[config.mk]
export PLATFORM = sky130hd
export DESIGN_NAME = rd_win_ctrl
export DESIGN_NICKNAME = d
export VERILOG_FILES = /design/src/rtl/rd_win_pkg.sv /design/src/rtl/rr_arb2.sv /design/src/rtl/rd_win_ctrl.sv
export SDC_FILE = /design/constraint.sdc
export NUM_CORES = 1
export LEC_CHECK = 0
export CAP_MARGIN = 15
export CORE_MARGIN = 1
export CORE_UTILIZATION = 46
export CTS_CLUSTER_DIAMETER = 60
export DETAILED_ROUTE_END_ITERATION = 6
export GPL_ROUTABILITY_DRIVEN = 0
export PLACE_DENSITY = 0.82
export SETUP_SLACK_MARGIN = 0.1
export SYNTH_ARGS = -nofsm -noshare
export SYNTH_HDL_FRONTEND = slang
export SYNTH_SLANG_ARGS = --single-unit
[constraint.sdc]
create_clock -name clock -period 4.3 [get_ports clock]
set_input_delay 0.86 -clock clock [delete_from_list [all_inputs] [get_ports clock]]
set_output_delay 0.86 -clock clock [all_outputs]
set_load 0.02 [all_outputs]
[src/rtl/rd_win_pkg.sv]
// Shared types and constants for the read-window controller.
//   NUM_REQ        : number of requesters arbitrated (fixed at 2)
//   rd_win_state_e : controller FSM state encoding
package rd_win_pkg;
  localparam int NUM_REQ = 2;

  typedef enum logic [1:0] {
    IDLE     = 2'd0,
    WAIT_ACK = 2'd1,
    COMPLETE = 2'd2
  } rd_win_state_e;
endpackage

[src/rtl/rr_arb2.sv]
// Two-way round-robin arbiter, purely combinational.
//   req  : per-requester request bits
//   last : index of the requester granted most recently
//   win  : one-hot winner, zero when no request is pending
// The requester that was not granted last gets priority.
module rr_arb2
  import rd_win_pkg::*;
(
  input  logic [NUM_REQ-1:0] req,
  input  logic               last,
  output logic [NUM_REQ-1:0] win
);

  always_comb begin
    win = '0;
    if (last) begin
      if (req[0])      win = 2'b01;
      else if (req[1]) win = 2'b10;
    end else begin
      if (req[1])      win = 2'b10;
      else if (req[0]) win = 2'b01;
    end
  end

endmodule

[src/rtl/rd_win_ctrl.sv]
// Read-window controller: arbitrates two requesters, opens a registered rd
// window carrying the winner's data word, and closes it on rd_ack or after
// TIMEOUT cycles without one.
//   clock, reset   : rising-edge clock, asynchronous active-low reset
//   enable         : permits new grants (an open window always finishes)
//   req            : per-requester request, held until done/timeout
//   data0, data1   : per-requester data words
//   rd, data_out   : registered read window and the data latched at launch
//   rd_ack         : responder acknowledge, only honoured while rd is high
//   gnt            : one-hot owner of the current window
//   done           : one-cycle pulse to the owner after an acknowledged window
//   timeout, err   : one-cycle timeout pulse, and its sticky flag
module rd_win_ctrl
  import rd_win_pkg::*;
#(
  parameter int DATA_W  = 8,
  parameter int TIMEOUT = 16
) (
  input  logic               clock,
  input  logic               reset,
  input  logic               enable,
  input  logic [NUM_REQ-1:0] req,
  input  logic [DATA_W-1:0]  data0,
  input  logic [DATA_W-1:0]  data1,
  output logic               rd,
  output logic [DATA_W-1:0]  data_out,
  input  logic               rd_ack,
  output logic [NUM_REQ-1:0] gnt,
  output logic [NUM_REQ-1:0] done,
  output logic               timeout,
  output logic               err
);

  localparam int CNT_W = $clog2(TIMEOUT + 1);
  localparam logic [CNT_W-1:0] CNT_LAST = CNT_W'(TIMEOUT - 1);

  rd_win_state_e      state_q, state_d;
  logic               rd_q, rd_d;
  logic [DATA_W-1:0]  data_q, data_d;
  logic [NUM_REQ-1:0] gnt_q, gnt_d;
  logic [NUM_REQ-1:0] done_q, done_d;
  logic               to_q, to_d;
  logic               err_q, err_d;
  logic [CNT_W-1:0]   cnt_q, cnt_d;
  logic               last_q, last_d;
  logic [NUM_REQ-1:0] win;

  rr_arb2 u_arb (
    .req  (req),
    .last (last_q),
    .win  (win)
  );

  always_comb begin
    state_d = state_q;
    rd_d    = rd_q;
    data_d  = data_q;
    gnt_d   = gnt_q;
    done_d  = '0;
    to_d    = 1'b0;
    err_d   = err_q;
    cnt_d   = cnt_q;
    last_d  = last_q;
    unique case (state_q)
      IDLE: begin
        if (enable && (|req)) begin
          state_d = WAIT_ACK;
          rd_d    = 1'b1;
          gnt_d   = win;
          data_d  = win[1] ? data1 : data0;
          cnt_d   = '0;
        end
      end
      WAIT_ACK: begin
        // Ack takes precedence over an expiring counter on the same cycle.
        if (rd_ack) begin
          state_d = COMPLETE;
          rd_d    = 1'b0;
          done_d  = gnt_q;
          gnt_d   = '0;
          last_d  = gnt_q[1];
        end else if (cnt_q == CNT_LAST) begin
          // A timed-out owner still counts as last granted.
          state_d = IDLE;
          rd_d    = 1'b0;
          to_d    = 1'b1;
          err_d   = 1'b1;
          gnt_d   = '0;
          last_d  = gnt_q[1];
        end else begin
          cnt_d = cnt_q + 1'b1;
        end
      end
      COMPLETE: state_d = IDLE;
      default:  state_d = IDLE;
    endcase
  end

  always_ff @(posedge clock or negedge reset) begin
    if (!reset) begin
      state_q <= IDLE;
      rd_q    <= 1'b0;
      data_q  <= '0;
      gnt_q   <= '0;
      done_q  <= '0;
      to_q    <= 1'b0;
      err_q   <= 1'b0;
      cnt_q   <= '0;
      last_q  <= 1'b1;
    end else begin
      state_q <= state_d;
      rd_q    <= rd_d;
      data_q  <= data_d;
      gnt_q   <= gnt_d;
      done_q  <= done_d;
      to_q    <= to_d;
      err_q   <= err_d;
      cnt_q   <= cnt_d;
      last_q  <= last_d;
    end
  end

  assign rd       = rd_q;
  assign data_out = data_q;
  assign gnt      = gnt_q;
  assign done     = done_q;
  assign timeout  = to_q;
  assign err      = err_q;

endmodule

==> impl_summary.log, run 1 <==
INFO  metric antenna_found_initial = 0
INFO  metric fillers = 163
INFO  metric drt-vias-per-instance = 5.09
INFO  metric power.share.combinational = 0.438
INFO  metric cts_tree = built
INFO  metric aggregate_negative_setup_slack = 0 ns
INFO  metric drt_iter0_drcs = 8
INFO  metric dr_total_vias = 794
INFO  metric clock_sink_count = 23
INFO  metric routed_wire_length_per_instance = 13.4 um
INFO  metric core.rowCount = 16
INFO  metric switchingPower = 0.295 mW
INFO  metric cp_cell_sequence = clkdlybuf4s50_1 > a21boi_1 > mux2i_1 > o21ai_1
INFO  metric finalCoreUtilization = 0.695
INFO  metric rsz0062_at_grt = false
INFO  metric timing.clock.skew = 0.0113 ns
INFO  metric worstReg2RegStart = cnt_q[0]
INFO  metric final_max_slew_viol_count = 0
INFO  metric post-cts-setup-buffer-count = 0
INFO  metric ioPinCount = 37
INFO  metric setup.worst_path.end_class = flip-flop
INFO  metric dr.pass1.iters = 3
INFO  metric max_cap_viol_count = 0
INFO  metric gr-total-overflow = 0
INFO  metric reg2reg_setup_slack = 2.36 ns
INFO  metric clk_transition_reported_paths = 0.11 ns
INFO  metric track_usage = 0.201
INFO  metric ys.warnings.count = 0
INFO  metric p_int = 0.497 mW
INFO  metric switching_fraction_of_total_power = 0.373
INFO  metric route.detailed.drc = 0
INFO  metric hold_ws = 0.482 ns
INFO  metric post-layout-total-power = 0.792 mW
INFO  metric critPathRequiredTime = 4.48 ns
INFO  metric synth-seq-area-share = 0.570
INFO  metric max_slew_margin_vs_limit = 0.304
INFO  metric final_period_minus_worst_setup_slack = 2.40 ns
INFO  metric worstPathMaxFanout = 9
INFO  metric critical_path.max_stage_delay = 0.85 ns
INFO  metric numCtsBuffers = 3
INFO  metric final.period_utilization = 0.559
INFO  metric synth_seq_cells = 23
INFO  metric fin_hold_viols = 0
INFO  metric antenna-diode-count = 0
INFO  metric antenna_left = 0
INFO  metric worst_r2r_path_cells = 7
INFO  metric timing.fmax = 416 MHz
INFO  metric detailedPlacementHpwl = 1600 um
INFO  metric clkPwrFrac = 0.126
INFO  metric fraction_of_final_layout_cells_with_drive_strength_greater_than_1 = 0.0620
INFO  metric hold_path_class = flip-flop to flip-flop
INFO  metric grt_pass1_wl = 3620 um
INFO  metric floorplan.die.width = 48.9 um
INFO  metric die_y = 48.9 um
INFO  metric initial_core_util = 0.501
INFO  metric min_delay_worst_endpoint = err
INFO  metric worst_hold_startpoint = err
INFO  metric cellPowerDensity = 563 nW/um^2
INFO  metric setup_viol = 0
INFO  metric vdd_ir_drop_max = 308 uV
INFO  metric whs_path_depth = 1
INFO  metric clockBufferDepth = 2
INFO  metric buffer_ports.inserted = 36
INFO  metric synth.lib_cells_used.distinct = 30
INFO  metric count_of_hold_fix_buffers_inserted_at_cts = 0
INFO  metric core = 2020 um^2
INFO  metric cellLeakagePower = 0.653 nW
INFO  metric area_growth = 38.8%
INFO  metric die_area = 2390 um^2
INFO  metric r2r_end = cnt_q[2]
INFO  metric worstSkewPairLatency = 0.32 ns
INFO  metric worst_path_arrival = 2.58 ns
INFO  metric totalWireLength = 2090 um
INFO  metric synth.cell_area = 1010 um^2
INFO  metric syn_nets = 116
INFO  metric outcome = finished clean
INFO  metric kind_of_critical_path = input port to flip-flop
INFO  metric postSynthAreaPerCell = 11.0 um^2
INFO  metric setup.worst_path.start_class = input port
INFO  metric post_cts_resize_count = 0
INFO  metric grt_max_degree = 24
INFO  metric worst_path_max_delay_cell = a21boi_1
INFO  metric cts-htree-levels = 1
INFO  metric seq_power_share = 0.436
INFO  metric clockRootBuffer = clkbuf_4
INFO  metric tightest_pin_transition = 1.04 ns
INFO  metric grt_pass1_vias = 825
INFO  metric layout.nets = 154
INFO  metric synthCells = 92
-- cells in the final DEF, fill, tap and decap left out, types with 2 or more instances in the layout --
| cell type | Yosys | routed |
|---|---|---|
| inv_1 | 5 | 5 |
| and3_1 | 3 | 3 |
| ha_1 | 2 | 2 |
| a21oi_1 | 2 | 2 |
| nor2_1 | 2 | 2 |
| and2_1 | 2 | 2 |
| o21ai_1 | 8 | 8 |
| nand2_1 | 15 | 15 |
| o21ai_0 | 3 | 3 |
| clkdlybuf4s50_1 | 0 | 36 |
| dfrtp_1 | 22 | 22 |
| mux2i_1 | 8 | 8 |
| clkbuf_4 | 0 | 3 |
-- worst max-delay path: cells and delay by family --
kind | cells | cell delay (ns)
AOI/OAI and AO/OA | 2 | 0.93
buffers and inverters | 1 | 0.50
muxes | 1 | 0.29
-- kinds of logic after synthesis --
logic type / count (synthesis) / share of synthesized area
simple gates: 30 / 0.150
flops: 23 / 0.570
compound gates: 20 / 0.120
mux: 9 / 0.0902
buf+inv: 8 / 0.0457
fa+ha+maj: 2 / 0.0247
-- per-layer routing --
| metal | routed length [um] | GRT usage |
|---|---|---|
| met1 | 881 | 0.231 |
| met2 | 1110 | 0.359 |
| met3 | 41 | 0.0187 |
| met4 | 48 | 0.123 |
| met5 | 0 | 0 |
-- power by group through the flow --
stage	Sequential [mW]	Combinational, mW	Clock (mW)
final	0.345	0.347	0.0997
after global routing	0.356	0.381	0.113
after CTS	0.346	0.349	0.101
after detailed placement	0.350	0.347	0
after global placement	0.346	0.337	0
after floorplan	0.402	0.142	0
-- Yosys cell counts (all sizes together) --
library cell   n  area, um^2
a21boi         1        7.51
a21oi          2        10.0
a22o           1        8.76
a31oi          1        6.26
a32o           1        10.0
and2           2        12.5
and2b          1        8.76
and3           3        18.8
and3b          1        8.76
buf            3        27.5
dfrtp         22         551
dfstp          1        26.3
ha             2        25.0
inv            5        18.8
mux2           1        11.3
mux2i          8        80.1
nand2         15        56.3
nand2b         1        6.26
nand3          1        5.00
nand4          1        6.26
nor2           2        7.51
nor4b          1        8.76
o21ai         12        63.8
o22ai          1        6.26
o31a           1        8.76
or2            1        6.26
or3            1        6.26
-- through the flow --
step	worst slack (ns)	instances	instance area (um^2)
floorplan	2.57	92	1010
global placement	1.63	152	1380
detailed placement	1.55	152	1380
CTS	1.88	156	1410
global route	1.76	156	1410
finish	1.90	156	1410
-- how the worst max path moves through the flow --
stage | start | endpoint
after floorplan | req[0] | data_out[7]
after global placement | req[1] | data_out[0]
after detailed placement | req[1] | data_out[0]
after CTS | req[1] | data_out[0]
after global routing | req[1] | data_out[2]
final | req[1] | data_out[0]
-- layout make-up --
class	instances	area [um^2]	area share
inverters	5	18.8	0.0134
clock buffers	4	26.3	0.0187
well taps	27	33.8	0.0240
multi-input cells	61	389	0.277
repair buffers	36	360	0.256
flip-flops and latches	23	577	0.411
-- flip-flops by register name (all words and copies together) (netlist names) --
register,flops
rd,1
last_q,1
state_q,2
data_out,8
cnt_q,5
timeout,1
err,1
done,2
gnt,2
No activity file was read; power rests on OpenSTA's default activity.
==> run 2, diff against run 1 <==
--- a/config.mk
+++ b/config.mk
@@ -7,11 +7,11 @@
 export LEC_CHECK = 0
 export CAP_MARGIN = 15
 export CORE_MARGIN = 1
-export CORE_UTILIZATION = 46
+export CORE_UTILIZATION = 43
 export CTS_CLUSTER_DIAMETER = 60
 export DETAILED_ROUTE_END_ITERATION = 6
 export GPL_ROUTABILITY_DRIVEN = 0
-export PLACE_DENSITY = 0.82
+export PLACE_DENSITY = 0.78
 export SETUP_SLACK_MARGIN = 0.1
 export SYNTH_ARGS = -nofsm -noshare
 export SYNTH_HDL_FRONTEND = slang
==> constraint.sdc (replaced) <==
create_clock -name clock -period 2.3 [get_ports clock]
set_input_delay 0.46 -clock clock [delete_from_list [all_inputs] [get_ports clock]]
set_output_delay 0.46 -clock clock [all_outputs]
set_load 0.02 [all_outputs]
==> impl_summary.log, run 2 (synthesized netlist as in run 1, its figures left out) <==
INFO  metric most_common_cell_after_layout_fill_and_taps_aside = clkdlybuf4s50_1
INFO  metric route.detailed.drc = 0 (unchanged)
INFO  metric numCtsBuffers = 3 (unchanged)
INFO  metric totalWireLength = 1970 um (-5.5%)
INFO  metric switchingPower = 0.539 mW (+83%)
INFO  metric vdd_ir_drop_max = 765 uV (+150%)
INFO  metric post-cts-setup-buffer-count = 0 (unchanged)
INFO  metric buffer_ports.inserted = 36 (unchanged)
INFO  metric worstSkewPairLatency = 0.30 ns (-0.02 ns)
INFO  metric timing.clock.skew = 0.00340 ns (-0.00792 ns)
INFO  metric grt_pass1_vias = 779 (-5.6%)
INFO  metric r2r_end = cnt_q[2]
INFO  metric final_period_minus_worst_setup_slack = 1.94 ns
INFO  metric detailedPlacementHpwl = 1560 um (-2.4%)
INFO  metric p_int = 0.931 mW (+88%)
INFO  metric aggregate_negative_setup_slack = 0 ns (unchanged)
INFO  metric final_cell_mix = clkdlybuf4s50_1 (36), dfrtp_1 (22), nand2_1 (15)
INFO  metric timing.fmax = 516 MHz
INFO  metric final_max_slew_viol_count = 0 (unchanged)
INFO  metric die_area = 2550 um^2 (+6.7%)
INFO  metric worstPathMaxFanout = 4 (-5)
INFO  metric hold_path_class = input port to async pin
INFO  metric clockBufferDepth = 2 (unchanged)
INFO  metric clk_transition_reported_paths = 0.12 ns (about the same)
INFO  metric antenna_left = 0 (unchanged)
INFO  metric cts-htree-levels = 1 (unchanged)
INFO  metric worst_path_arrival = 2.13 ns (-0.45 ns)
INFO  metric core = 2210 um^2 (+9.4%)
INFO  metric outcome = finished clean
INFO  metric antenna_found_initial = 0 (unchanged)
INFO  metric fraction_of_final_layout_cells_with_drive_strength_greater_than_1 = 0.0763 (+0.0143)
INFO  metric area_growth = 40.4%
INFO  metric setup.worst_path.start_class = flip-flop
INFO  metric layout.nets = 156 (+1.3%)
INFO  metric drt-vias-per-instance = 5.13 (+0.71%)
INFO  metric count_of_hold_fix_buffers_inserted_at_cts = 0 (unchanged)
INFO  metric grt_max_degree = 20 (-17%)
INFO  metric max_cap_viol_count = 0 (unchanged)
INFO  metric cellLeakagePower = 0.663 nW (+1.5%)
INFO  metric clockRootBuffer = clkbuf_4
INFO  metric critPathRequiredTime = 2.50 ns (-1.98 ns)
INFO  metric switching_fraction_of_total_power = 0.367 (-0.00600)
INFO  metric tightest_pin_transition = 0.563 ns (-0.478 ns)
INFO  metric seq_power_share = 0.439 (+0.003)
INFO  metric setup_viol = 0 (unchanged)
INFO  metric clkPwrFrac = 0.123 (-0.003)
INFO  metric worst_r2r_path_cells = 7 (unchanged)
INFO  metric clock_sink_count = 23 (unchanged)
INFO  metric drt_iter0_drcs = 4 (-4)
INFO  metric finalCoreUtilization = 0.643 (-0.0524)
INFO  metric cellPowerDensity = 1030 nW/um^2 (+84%)
INFO  metric fin_hold_viols = 0 (unchanged)
INFO  metric floorplan.die.width = 50.5 um (+3.3%)
INFO  metric gr-total-overflow = 0 (unchanged)
INFO  metric setup.worst_path.end = cnt_q[2]
INFO  metric worstReg2RegStart = cnt_q[0]
INFO  metric setup.worst_path.end_class = flip-flop
INFO  metric cts_tree = built
INFO  metric rsz0062_at_grt = false
INFO  metric power.share.combinational = 0.439 (about the same)
INFO  metric max_reg_flops = 8 (unchanged)
INFO  metric dr.pass1.iters = 4 (+1)
INFO  metric antenna-diode-count = 0 (unchanged)
INFO  metric core.rowCount = 17 (+1)
INFO  metric grt_pass1_wl = 3350 um (-7.2%)
INFO  metric dr_total_vias = 815 (+2.6%)
INFO  metric post_cts_resize_count = 0 (unchanged)
INFO  metric kind_of_critical_path = flip-flop to flip-flop
INFO  metric dpl_worst_slack = 0.170 ns (-1.38 ns)
INFO  metric initial_core_util = 0.458 (-0.0430)
INFO  metric track_usage = 0.183 (-0.0184)
INFO  metric postLayoutSetupSlackWorst = 0.363 ns (-1.53 ns)
INFO  metric reg2reg_setup_slack = 0.36 ns (-2.00 ns)
INFO  metric post-layout-total-power = 1.47 mW (+86%)
INFO  metric ioPinCount = 37 (unchanged)
INFO  metric worst_setup_path_startpoint = cnt_q[0]
INFO  metric die_y = 50.5 um (+3.3%)
INFO  metric max_slew_margin_vs_limit = 0.624 (+0.320)
INFO  metric final.period_utilization = 0.842
INFO  metric routed_wire_length_per_instance = 12.4 um (-7.3%)
-- run 2: how the worst min path moves through the flow --
stage	from	end	slack (ns)	cells after the start
3_3_place_gp	err	err	0.45	1
4_1_cts	reset	data_out[6]	0.49	1
2_1_floorplan	reset	cnt_q[0]	0.16	0
6_report	reset	data_out[6]	0.48	1
5_1_grt	reset	data_out[7]	0.51	1
3_5_place_dp	err	err	0.46	1
-- run 2: critical path: stages (launching register included) --
cell and delay, ns:
dfrtp_1 0.43, ha_1 0.22, and3_1 0.18, ha_1 0.21
nor4b_1 0.45, nand2_1 0.15, nand3_1 0.10, o21ai_0 0.09
-- run 2: routing by layer --
metal / vias to the layer above / wire length (um) / track usage / share of wire
met1: 397 / 811 / 0.208 / 0.41
met5: - / 0 / 0 / 0
met4: 0 / 17 / 0.0556 / 0.0086
met3: 2 / 100 / 0.0667 / 0.051
li1: 396 / - / - / -
met2: 20 / 1040 / 0.318 / 0.53
-- run 2: cell type report --
type / count / area, um^2
timing repair buffer: 38 / 375
sequential: 23 / 577
multi-input combinational: 61 / 389
tap: 28 / 35.0
inverter: 5 / 18.8
fill: 183 / 791
clock buffer: 4 / 26.3
-- run 2: through the flow --
stage	instance area (um^2)	hold WS, ns	std cells
4_1_cts	1420	0.486	159
2_1_floorplan	1010	0.164	92
3_5_place_dp	1400	0.462	155
3_3_place_gp	1400	0.453	155
6_report	1420	0.475	159
5_1_grt	1420	0.505	159
-- run 2: power by group through the flow --
stage | combinational, mW | clock (mW) | sequential [mW]
global placement | 0.637 | 0 | 0.651
CTS | 0.654 | 0.191 | 0.646
floorplan | 0.265 | 0 | 0.751
global route | 0.708 | 0.202 | 0.666
finish | 0.645 | 0.180 | 0.645
detailed placement | 0.653 | 0 | 0.653
